### config.mk
export PLATFORM = sky130hd
export DESIGN_NAME = uart_rx_param
export DESIGN_NICKNAME = d
export VERILOG_FILES = /design/src/rtl/uart_rx_param.sv
export SDC_FILE = /design/constraint.sdc
export NUM_CORES = 1
export LEC_CHECK = 0
export ABC_AREA = 1
export CAP_MARGIN = 20
export CORE_ASPECT_RATIO = 2
export CORE_MARGIN = 2
export CORE_UTILIZATION = 30
export DETAILED_ROUTE_END_ITERATION = 12
export GPL_ROUTABILITY_DRIVEN = 1
export SYNTH_ARGS = -nofsm -noshare
export SYNTH_HDL_FRONTEND = slang
export SYNTH_SLANG_ARGS = --single-unit
### constraint.sdc
create_clock -name clk -period 4.26 [get_ports clk]
set_input_delay 0.852 -clock clk [delete_from_list [all_inputs] [get_ports clk]]
set_output_delay 0.852 -clock clk [all_outputs]
set_load 0.01 [all_outputs]
### src/rtl/uart_rx_param.sv
// uart_rx_param: parametrised UART receiver with 3-sample majority vote.
// Reports framing/parity/overrun errors; words leave on valid/ready.
`timescale 1ns/1ps
module uart_rx_param #(
   parameter int CLK_PER_TICK = 54,
   parameter int OVERSAMPLE   = 16,
   parameter int DATA_BITS    = 8,
   parameter int PARITY       = 0,
   parameter int STOP_BITS    = 1
) (
   input  logic                 clk,
   input  logic                 reset_n,
   input  logic                 rx_in,
   output logic [DATA_BITS-1:0] rx_data,
   output logic                 rx_valid,
   input  logic                 rx_ready,
   output logic                 frame_err,
   output logic                 parity_err,
   output logic                 overrun_err,
   output logic                 busy
);

   localparam int TW = (CLK_PER_TICK > 1) ? $clog2(CLK_PER_TICK) : 1;
   localparam int SW = $clog2(OVERSAMPLE);
   localparam int BW = $clog2(DATA_BITS);

   localparam logic [TW-1:0] TICK_LAST = TW'(CLK_PER_TICK - 1);
   localparam logic [SW-1:0] SMP_LAST  = SW'(OVERSAMPLE - 1);
   localparam logic [SW-1:0] SMP_A     = SW'(OVERSAMPLE / 2 - 1);
   localparam logic [SW-1:0] SMP_B     = SW'(OVERSAMPLE / 2);
   localparam logic [SW-1:0] SMP_C     = SW'(OVERSAMPLE / 2 + 1);
   localparam logic [BW-1:0] BIT_LAST  = BW'(DATA_BITS - 1);
   localparam logic          STOP_LAST = 1'(STOP_BITS - 1);
   localparam logic          PAR_ODD   = (PARITY == 1);
   localparam logic          HAS_PAR   = (PARITY != 0);

   typedef enum logic [2:0] {
      S_IDLE,
      S_START,
      S_DATA,
      S_PAR,
      S_STOP,
      S_WAIT
   } state_t;

   state_t state;
   state_t state_nxt;

   logic                 rx_meta;
   logic                 rxs;
   logic [TW-1:0]        tick_cnt;
   logic                 tick;
   logic [SW-1:0]        samp_cnt;
   logic                 s0;
   logic                 s1;
   logic                 vote;
   logic                 at_dec;
   logic                 at_wrap;
   logic                 cnt_clr;
   logic [BW-1:0]        bit_idx;
   logic                 stop_idx;
   logic [DATA_BITS-1:0] shreg;
   logic                 fe_int;
   logic                 pe_int;
   logic                 fe_fin;
   logic                 complete;

   assign tick    = (tick_cnt == TICK_LAST);
   assign at_dec  = tick && (samp_cnt == SMP_C);
   assign at_wrap = tick && (samp_cnt == SMP_LAST);
   assign vote    = (s0 & s1) | (s0 & rxs) | (s1 & rxs);
   assign fe_fin  = fe_int | ~vote;
   assign busy    = (state != S_IDLE);

   // Counters restart at the start edge, on WAIT_IDLE entry and
   // whenever the line drops low while waiting for a full idle bit.
   assign cnt_clr = (state == S_IDLE)
                 || (state == S_WAIT && !rxs)
                 || (state_nxt == S_WAIT && state != S_WAIT);

   // Two-flop synchroniser for the asynchronous serial line.
   always_ff @(posedge clk or negedge reset_n) begin
      if (!reset_n) begin
         rx_meta <= 1'b1;
         rxs     <= 1'b1;
      end else begin
         rx_meta <= rx_in;
         rxs     <= rx_meta;
      end
   end

   // Clock divider producing one tick per oversample period.
   always_ff @(posedge clk or negedge reset_n) begin
      if (!reset_n) begin
         tick_cnt <= '0;
      end else if (cnt_clr || tick) begin
         tick_cnt <= '0;
      end else begin
         tick_cnt <= tick_cnt + 1'b1;
      end
   end

   // Oversample position within the current bit.
   always_ff @(posedge clk or negedge reset_n) begin
      if (!reset_n) begin
         samp_cnt <= '0;
      end else if (cnt_clr) begin
         samp_cnt <= '0;
      end else if (tick) begin
         samp_cnt <= (samp_cnt == SMP_LAST) ? '0 : samp_cnt + 1'b1;
      end
   end

   // First two of the three mid-bit samples; the third is rxs itself.
   always_ff @(posedge clk or negedge reset_n) begin
      if (!reset_n) begin
         s0 <= 1'b1;
         s1 <= 1'b1;
      end else begin
         if (tick && samp_cnt == SMP_A) s0 <= rxs;
         if (tick && samp_cnt == SMP_B) s1 <= rxs;
      end
   end

   // FSM state register.
   always_ff @(posedge clk or negedge reset_n) begin
      if (!reset_n) begin
         state <= S_IDLE;
      end else begin
         state <= state_nxt;
      end
   end

   // Next-state logic; completion fires at the last stop decision.
   always_comb begin
      state_nxt = state;
      complete  = 1'b0;
      unique case (state)
         S_IDLE: begin
            if (!rxs) state_nxt = S_START;
         end
         S_START: begin
            if (at_dec && vote) begin
               state_nxt = S_IDLE;
            end else if (at_wrap) begin
               state_nxt = S_DATA;
            end
         end
         S_DATA: begin
            if (at_wrap && bit_idx == BIT_LAST) begin
               state_nxt = HAS_PAR ? S_PAR : S_STOP;
            end
         end
         S_PAR: begin
            if (at_wrap) state_nxt = S_STOP;
         end
         S_STOP: begin
            if (at_dec && stop_idx == STOP_LAST) begin
               complete  = 1'b1;
               state_nxt = fe_fin ? S_WAIT : S_IDLE;
            end
         end
         S_WAIT: begin
            if (tick && rxs && samp_cnt == SMP_LAST) begin
               state_nxt = S_IDLE;
            end
         end
         default: state_nxt = S_IDLE;
      endcase
   end

   // Frame assembly: data shift-in, parity check, stop-bit check.
   always_ff @(posedge clk or negedge reset_n) begin
      if (!reset_n) begin
         bit_idx  <= '0;
         stop_idx <= 1'b0;
         shreg    <= '0;
         fe_int   <= 1'b0;
         pe_int   <= 1'b0;
      end else if (state == S_IDLE) begin
         bit_idx  <= '0;
         stop_idx <= 1'b0;
         fe_int   <= 1'b0;
         pe_int   <= 1'b0;
      end else begin
         if (state == S_DATA && at_dec) begin
            shreg[bit_idx] <= vote;
         end
         if (state == S_DATA && at_wrap) begin
            bit_idx <= bit_idx + 1'b1;
         end
         if (state == S_PAR && at_dec) begin
            pe_int <= (((^shreg) ^ vote) != PAR_ODD);
         end
         if (state == S_STOP && at_dec && !vote) begin
            fe_int <= 1'b1;
         end
         if (state == S_STOP && at_wrap) begin
            stop_idx <= stop_idx + 1'b1;
         end
      end
   end

   // One-entry output register; a full, stalled register drops the
   // new word and flags an overrun instead.
   always_ff @(posedge clk or negedge reset_n) begin
      if (!reset_n) begin
         rx_data     <= '0;
         rx_valid    <= 1'b0;
         frame_err   <= 1'b0;
         parity_err  <= 1'b0;
         overrun_err <= 1'b0;
      end else begin
         overrun_err <= 1'b0;
         if (complete) begin
            if (!rx_valid || rx_ready) begin
               rx_data    <= shreg;
               frame_err  <= fe_fin;
               parity_err <= pe_int;
               rx_valid   <= 1'b1;
            end else begin
               overrun_err <= 1'b1;
            end
         end else if (rx_valid && rx_ready) begin
            rx_valid <= 1'b0;
         end
      end
   end

endmodule
==> run summary, run 1 <==
max_slew headroom - 72.0%
shortest period the worst path allows - 2.63 ns
Util after Layout - 36.7%
Max-Cap Viols - 0
ys async rst share - 100%
Hold Vio Cnt, Final - 0
adder-cell share of the synthesized area - 3.90%
area leader, netlist - dfrtp_1
launching point of the worst reg2reg path - tick_cnt[1]
met2 wire len - 2.52 mm
vias - 1,730
Seq/Total Area, Yosys - 48.2%
Hold WS - 0.358 ns
GRT overflow - 0
area occupied by registers - 1080 µm²
initial antenna violation count - 0
final setup vio count - 0
CP cell instances - nor3_1, inv_1, clkdlybuf4s50_1
Netlist Area Pre-Place - 2240 µm²
post-cts repair resize count - 0
CP peak stage delay - 0.52 ns
RePlAce Congestion - 0.725
DRT iter0 DRCs - 98
hold_buf cts - 0
DRT antenna net count - 0
layout cells sized above 1 - 11.8%
CTS buffer count - 5
DRT Wirelength - 4.31 mm
Power Dens Cells - 303 nW/µm²
postcts setup bufs - 0
met3 routed WL - 92 µm
Tightest Pin Transition - 0.420 ns
multi-input combinational cell area - 1030 µm²
Worst setup SP type - register
mean number of vias per cell - 4.54
Netlist cell types - 30
post-synthesis mux area share - 0%
ANT cells - 0
crit path capture type - primary output
DP Wirelength - 3.27 mm
area grow syn2layout - 18.8%
CP Class - register to primary output
CTS Sinks - 43
CP max stage cell - clkdlybuf4s50_1
DP Worst Slack - 1.95 ns
first-pass GRT wire length - 7.58 mm
Design Area, Final - 2670 µm²
worst hold endpoint - rxs
Filler cells - 764
#FFs+latches synth - 43
IR drop worst, VDD - 0.130 mV
hold wc startpoint - rx_meta
DIE AREA - 8230 µm²
xor and xnor area share after synthesis - 3.12%
final worst slack - 1.63 ns
Hold Path Depth - 0
Pleak - 1.24 nW
CTS H-Tree Depth - 2
io pins - 17
GRT Total Usage - 11.9%
WP data arrival - 1.77 ns
clock skew - 0.00436 ns
Inst Count DP - 372
FMAX - 0.381 GHz
Starting Density - 30.9%
Final Power - 0.809 mW
syn_area_per_cell - 8.40 µm²
setup TNS - 0 ns
Clock Latency Late Sink - 0.28 ns
largest family of logic cells by synthesized area - simple AND/OR/NAND/NOR gates
Root Buffer - clkbuf_16
Placed Area - 2500 µm²
Tcrit/Tclk final - 61.6%
commonest cells in the netlist - 72 x nand2_1, 39 x dfrtp_1, 29 x inv_1, 24 x nand3_1, 18 x nor2_1
Synth Instances - 267
Compound-Gate Fraction of Synth Area - 8.25%
Die W - 65.1 µm
outcome - completed
Slew Limit Fails - 0
worst endpoint required time - 3.41 ns
IO Port Bufs - 16
critical path startpoint - state[0]
Post-synth top flop - dfrtp_1
Clock Path Buffers - 2
reg2reg path depth - 9
residual DRC count - 0
via count of the first global-routing pass - 1,737
final instance count without filler cells - 381
drt wl/cell - 11.3 µm
Worst-path clk slew - 0.06 ns
CTS tree - yes
WL met1 - 1.59 mm
final net count - 299
Synth top area share - 43.5%
number of flops mapped to enable cells by yosys - 0
R2R Path End - rx_data[0]
Synth Area in Simple Gates - 30.6%
Syn. warnings - 0
pin count of the biggest net entering global routing - 44
Site Rows - 44
Die H - 126 µm
TritonRoute pass-1 iters - 4
count leader, synth - nand2_1
top cells by area, synth - dfrtp_1 44%, nand2_1 12%, nand3_1 5.4%, inv_1 4.9%, dfstp_2 4.7%
Syn Nets - 278
crit path max fanout - 6
top routing layer in use - met4
reg2reg setup slack - 2.42 ns
Worst Hold Class - register to register
RSZ-0062 raised after global routing - no
core area - 7270 µm²
layer usage:
metal,vias to the layer above,track usage (%)
li1,898,-
met1,810,11.1
met2,16,23.5
met3,6,2.13
met4,0,5.88
met5,-,0
critical path, delay by kind of cell (launching register included):
kind	cells	cell delay [ns]
AND/OR/NAND/NOR	1	0.32
buffers and inverters	2	0.74
flip-flops	1	0.43
sequential cells by signal (all words and copies together), names as in the netlist, 3 cells and up:
| signal | count |
|---|---|
| shreg | 8 |
| rx_data | 8 |
| samp_cnt | 4 |
| tick_cnt | 6 |
| bit_idx | 3 |
| state | 3 |
how the worst max path moves through the flow:
stage	to	slack (ns)	depth (start not counted)
finish	busy	1.63	3
CTS	busy	1.63	3
global route	busy	1.44	3
global placement	busy	1.97	3
floorplan	busy	2.58	2
detailed placement	busy	1.95	3
cell usage in the layout (no fill, tap or decap), types with 7 or more instances in the layout:
| master | n |
|---|---|
| o21ai_1 | 10 |
| o21ai_0 | 17 |
| dfrtp_1 | 39 |
| ha_1 | 7 |
| nand2_1 | 72 |
| inv_1 | 29 |
| nand3_1 | 24 |
| clkdlybuf4s50_1 | 15 |
| nor2_1 | 18 |
| nor2_2 | 7 |
where the power goes:
part / internal [mW] / total, mW / switching, mW
Combinational: 0.00405 / 0.0132 / 0.00916
Sequential: 0.410 / 0.411 / 0.000695
Clock: 0.232 / 0.384 / 0.152
Total: 0.647 / 0.809 / 0.162
kinds of logic after synthesis:
kind of cell	count (synthesis)
buffers and inverters	34
AND/OR/NAND/NOR	140
AO/OA/AOI/OAI	35
flip-flops	43
adder cells (fa/ha/maj)	7
XOR/XNOR	8
final cells by class:
class | instances | area share, %
sequential | 43 | 40.6
multi-input combinational | 190 | 38.6
timing repair buffer | 17 | 6.57
clock buffer | 7 | 5.35
inverter | 31 | 4.37
tap | 92 | 4.32
clock inverter | 1 | 0.188
Note: power is estimated with default switching activity, not from simulation.
==> run 2: changes to the inputs <==
==> constraint.sdc (replaced) <==
create_clock -name clk -period 2.2 [get_ports clk]
set_input_delay 0.44 -clock clk [delete_from_list [all_inputs] [get_ports clk]]
set_output_delay 0.44 -clock clk [all_outputs]
set_load 0.01 [all_outputs]
==> run summary, run 2 (same netlist as run 1, synthesis figures left out) <==
CTS Sinks - 43
FMAX - 0.489 GHz
clock share of power - 51.4%
Worst setup SP type - register
core area - 7270 µm²
initial antenna violation count - 0
Power Dens Cells - 624 nW/µm²
Site Rows - 44
Placed Area - 2530 µm²
GRT Total Usage - 13.1%
Worst Hold Class - input port to asynchronous set/reset pin
Slew Limit Fails - 0
commonest non-fill, non-tap cell in the layout - nand2_1
WP data arrival - 1.60 ns
sw power - 0.322 mW
max_slew headroom - 71.7%
Design Area, Final - 2710 µm²
mean number of vias per cell - 4.54
drt wl/cell - 11.8 µm
Comb power frac - 1.5%
final worst slack - 0.156 ns
ANT cells - 0
CTS tree - yes
Util after Layout - 37.2%
DRT antenna net count - 0
Clock Path Buffers - 2
TritonRoute pass-1 iters - 4
CP Class - register to primary output
DP Wirelength - 3.57 mm
post-cts repair resize count - 0
CTS H-Tree Depth - 2
Regs by FF count - rx_data (8), shreg (8), tick_cnt (6)
IR drop worst, VDD - 0.395 mV
Hold Vio Cnt, Final - 0
Root Buffer - clkbuf_16
register share of total power - 47.2%
crit path max fanout - 5
via count of the first global-routing pass - 1,812
DP Worst Slack - 0.323 ns
Tcrit/Tclk final - 92.9%
Die H - 126 µm
outcome - completed
postcts setup bufs - 0
DRT Wirelength - 4.52 mm
Worst-path clk slew - 0.06 ns
CTS buffer count - 5
Clock Latency Late Sink - 0.29 ns
final net count - 302
commonest cells after routing, fill and taps aside - 72 x nand2_1, 39 x dfrtp_1, 29 x inv_1
Die W - 65.1 µm
final setup vio count - 0
RSZ-0062 raised after global routing - no
switch share - 19.1%
DRT iter0 DRCs - 94
pin count of the biggest net entering global routing - 22
DIE AREA - 8230 µm²
vias - 1,745
Max-Cap Viols - 0
hold_buf cts - 0
Pleak - 1.27 nW
Starting Density - 30.9%
Filler cells - 782
Final Power - 1.69 mW
first-pass GRT wire length - 8.18 mm
crit path capture type - primary output
RePlAce Congestion - 0.776
worst endpoint required time - 1.76 ns
GRT overflow - 0
area grow syn2layout - 20.6%
shortest period the worst path allows - 2.04 ns
setup TNS - 0 ns
layout cells sized above 1 - 13.4%
IO Port Bufs - 16
residual DRC count - 0
io pins - 17
Pint - 1.37 mW
clock skew - 0.00482 ns
Tightest Pin Transition - 0.424 ns
[run 2: cell count changes in the layout (fill, tap and decap cells not counted)]
| cell | change |
|---|---|
| buf_12 | -1 |
| buf_4 | +4 |
| bufinv_16 | +1 |
| clkbuf_1 | -1 |
| nor3_1 | -1 |
| nor3_2 | +1 |
[run 2: final cells by class]
type / count / area, µm² / area share [%]
inverter: 31 / 116 / 4.30
sequential: 43 / 1080 / 39.9
timing repair buffer: 20 / 185 / 6.84
clock buffer: 6 / 139 / 5.13
multi-input combinational: 190 / 1030 / 38.2
tap: 92 / 115 / 4.25
clock inverter: 2 / 35.0 / 1.29
[run 2: worst paths after layout]
check,startpoint,slack [ns],cells after the start,to
worst max-delay path,state[0],0.16,3,busy
worst min-delay path,reset_n,0.08,1,overrun_err
worst max register to register,tick_cnt[1],0.42,9,rx_data[0]
worst min register to register,rx_meta,0.36,0,rxs
max in group asynchronous,reset_n,1.56,2,bit_idx[2]
min in group clk,rx_meta,0.36,0,rxs
[run 2: power groups by stage]
stage | clock, mW | combinational (mW) | sequential, mW
after floorplan | 0 | 0.00177 | 0.810
after global placement | 0 | 0.0256 | 0.810
after detailed placement | 0 | 0.0262 | 0.810
after CTS | 0.893 | 0.0263 | 0.796
after global routing | 0.929 | 0.0298 | 0.795
final | 0.867 | 0.0245 | 0.796
[run 2: metal layers]
metal / wire (µm) / global-route usage, % / vias up
met5: 0 / 0 / -
met4: 128 / 6.99 / 0
met3: 101 / 2.39 / 7
met2: 2700 / 26.0 / 18
met1: 1590 / 12.0 / 816
li1: - / - / 904
[run 2: metrics by stage]
stage | instances | hold WS (ns)
floorplan | 267 | 0.144
global placement | 376 | 0.347
detailed placement | 376 | 0.347
CTS | 384 | 0.0944
global route | 384 | 0.122
finish | 384 | 0.0825
[run 2: critical path: stages (launching register included)]
cell,delay [ns]
dfrtp_1,0.43
nor3_2,0.27
inv_1,0.12
clkdlybuf4s50_1,0.49
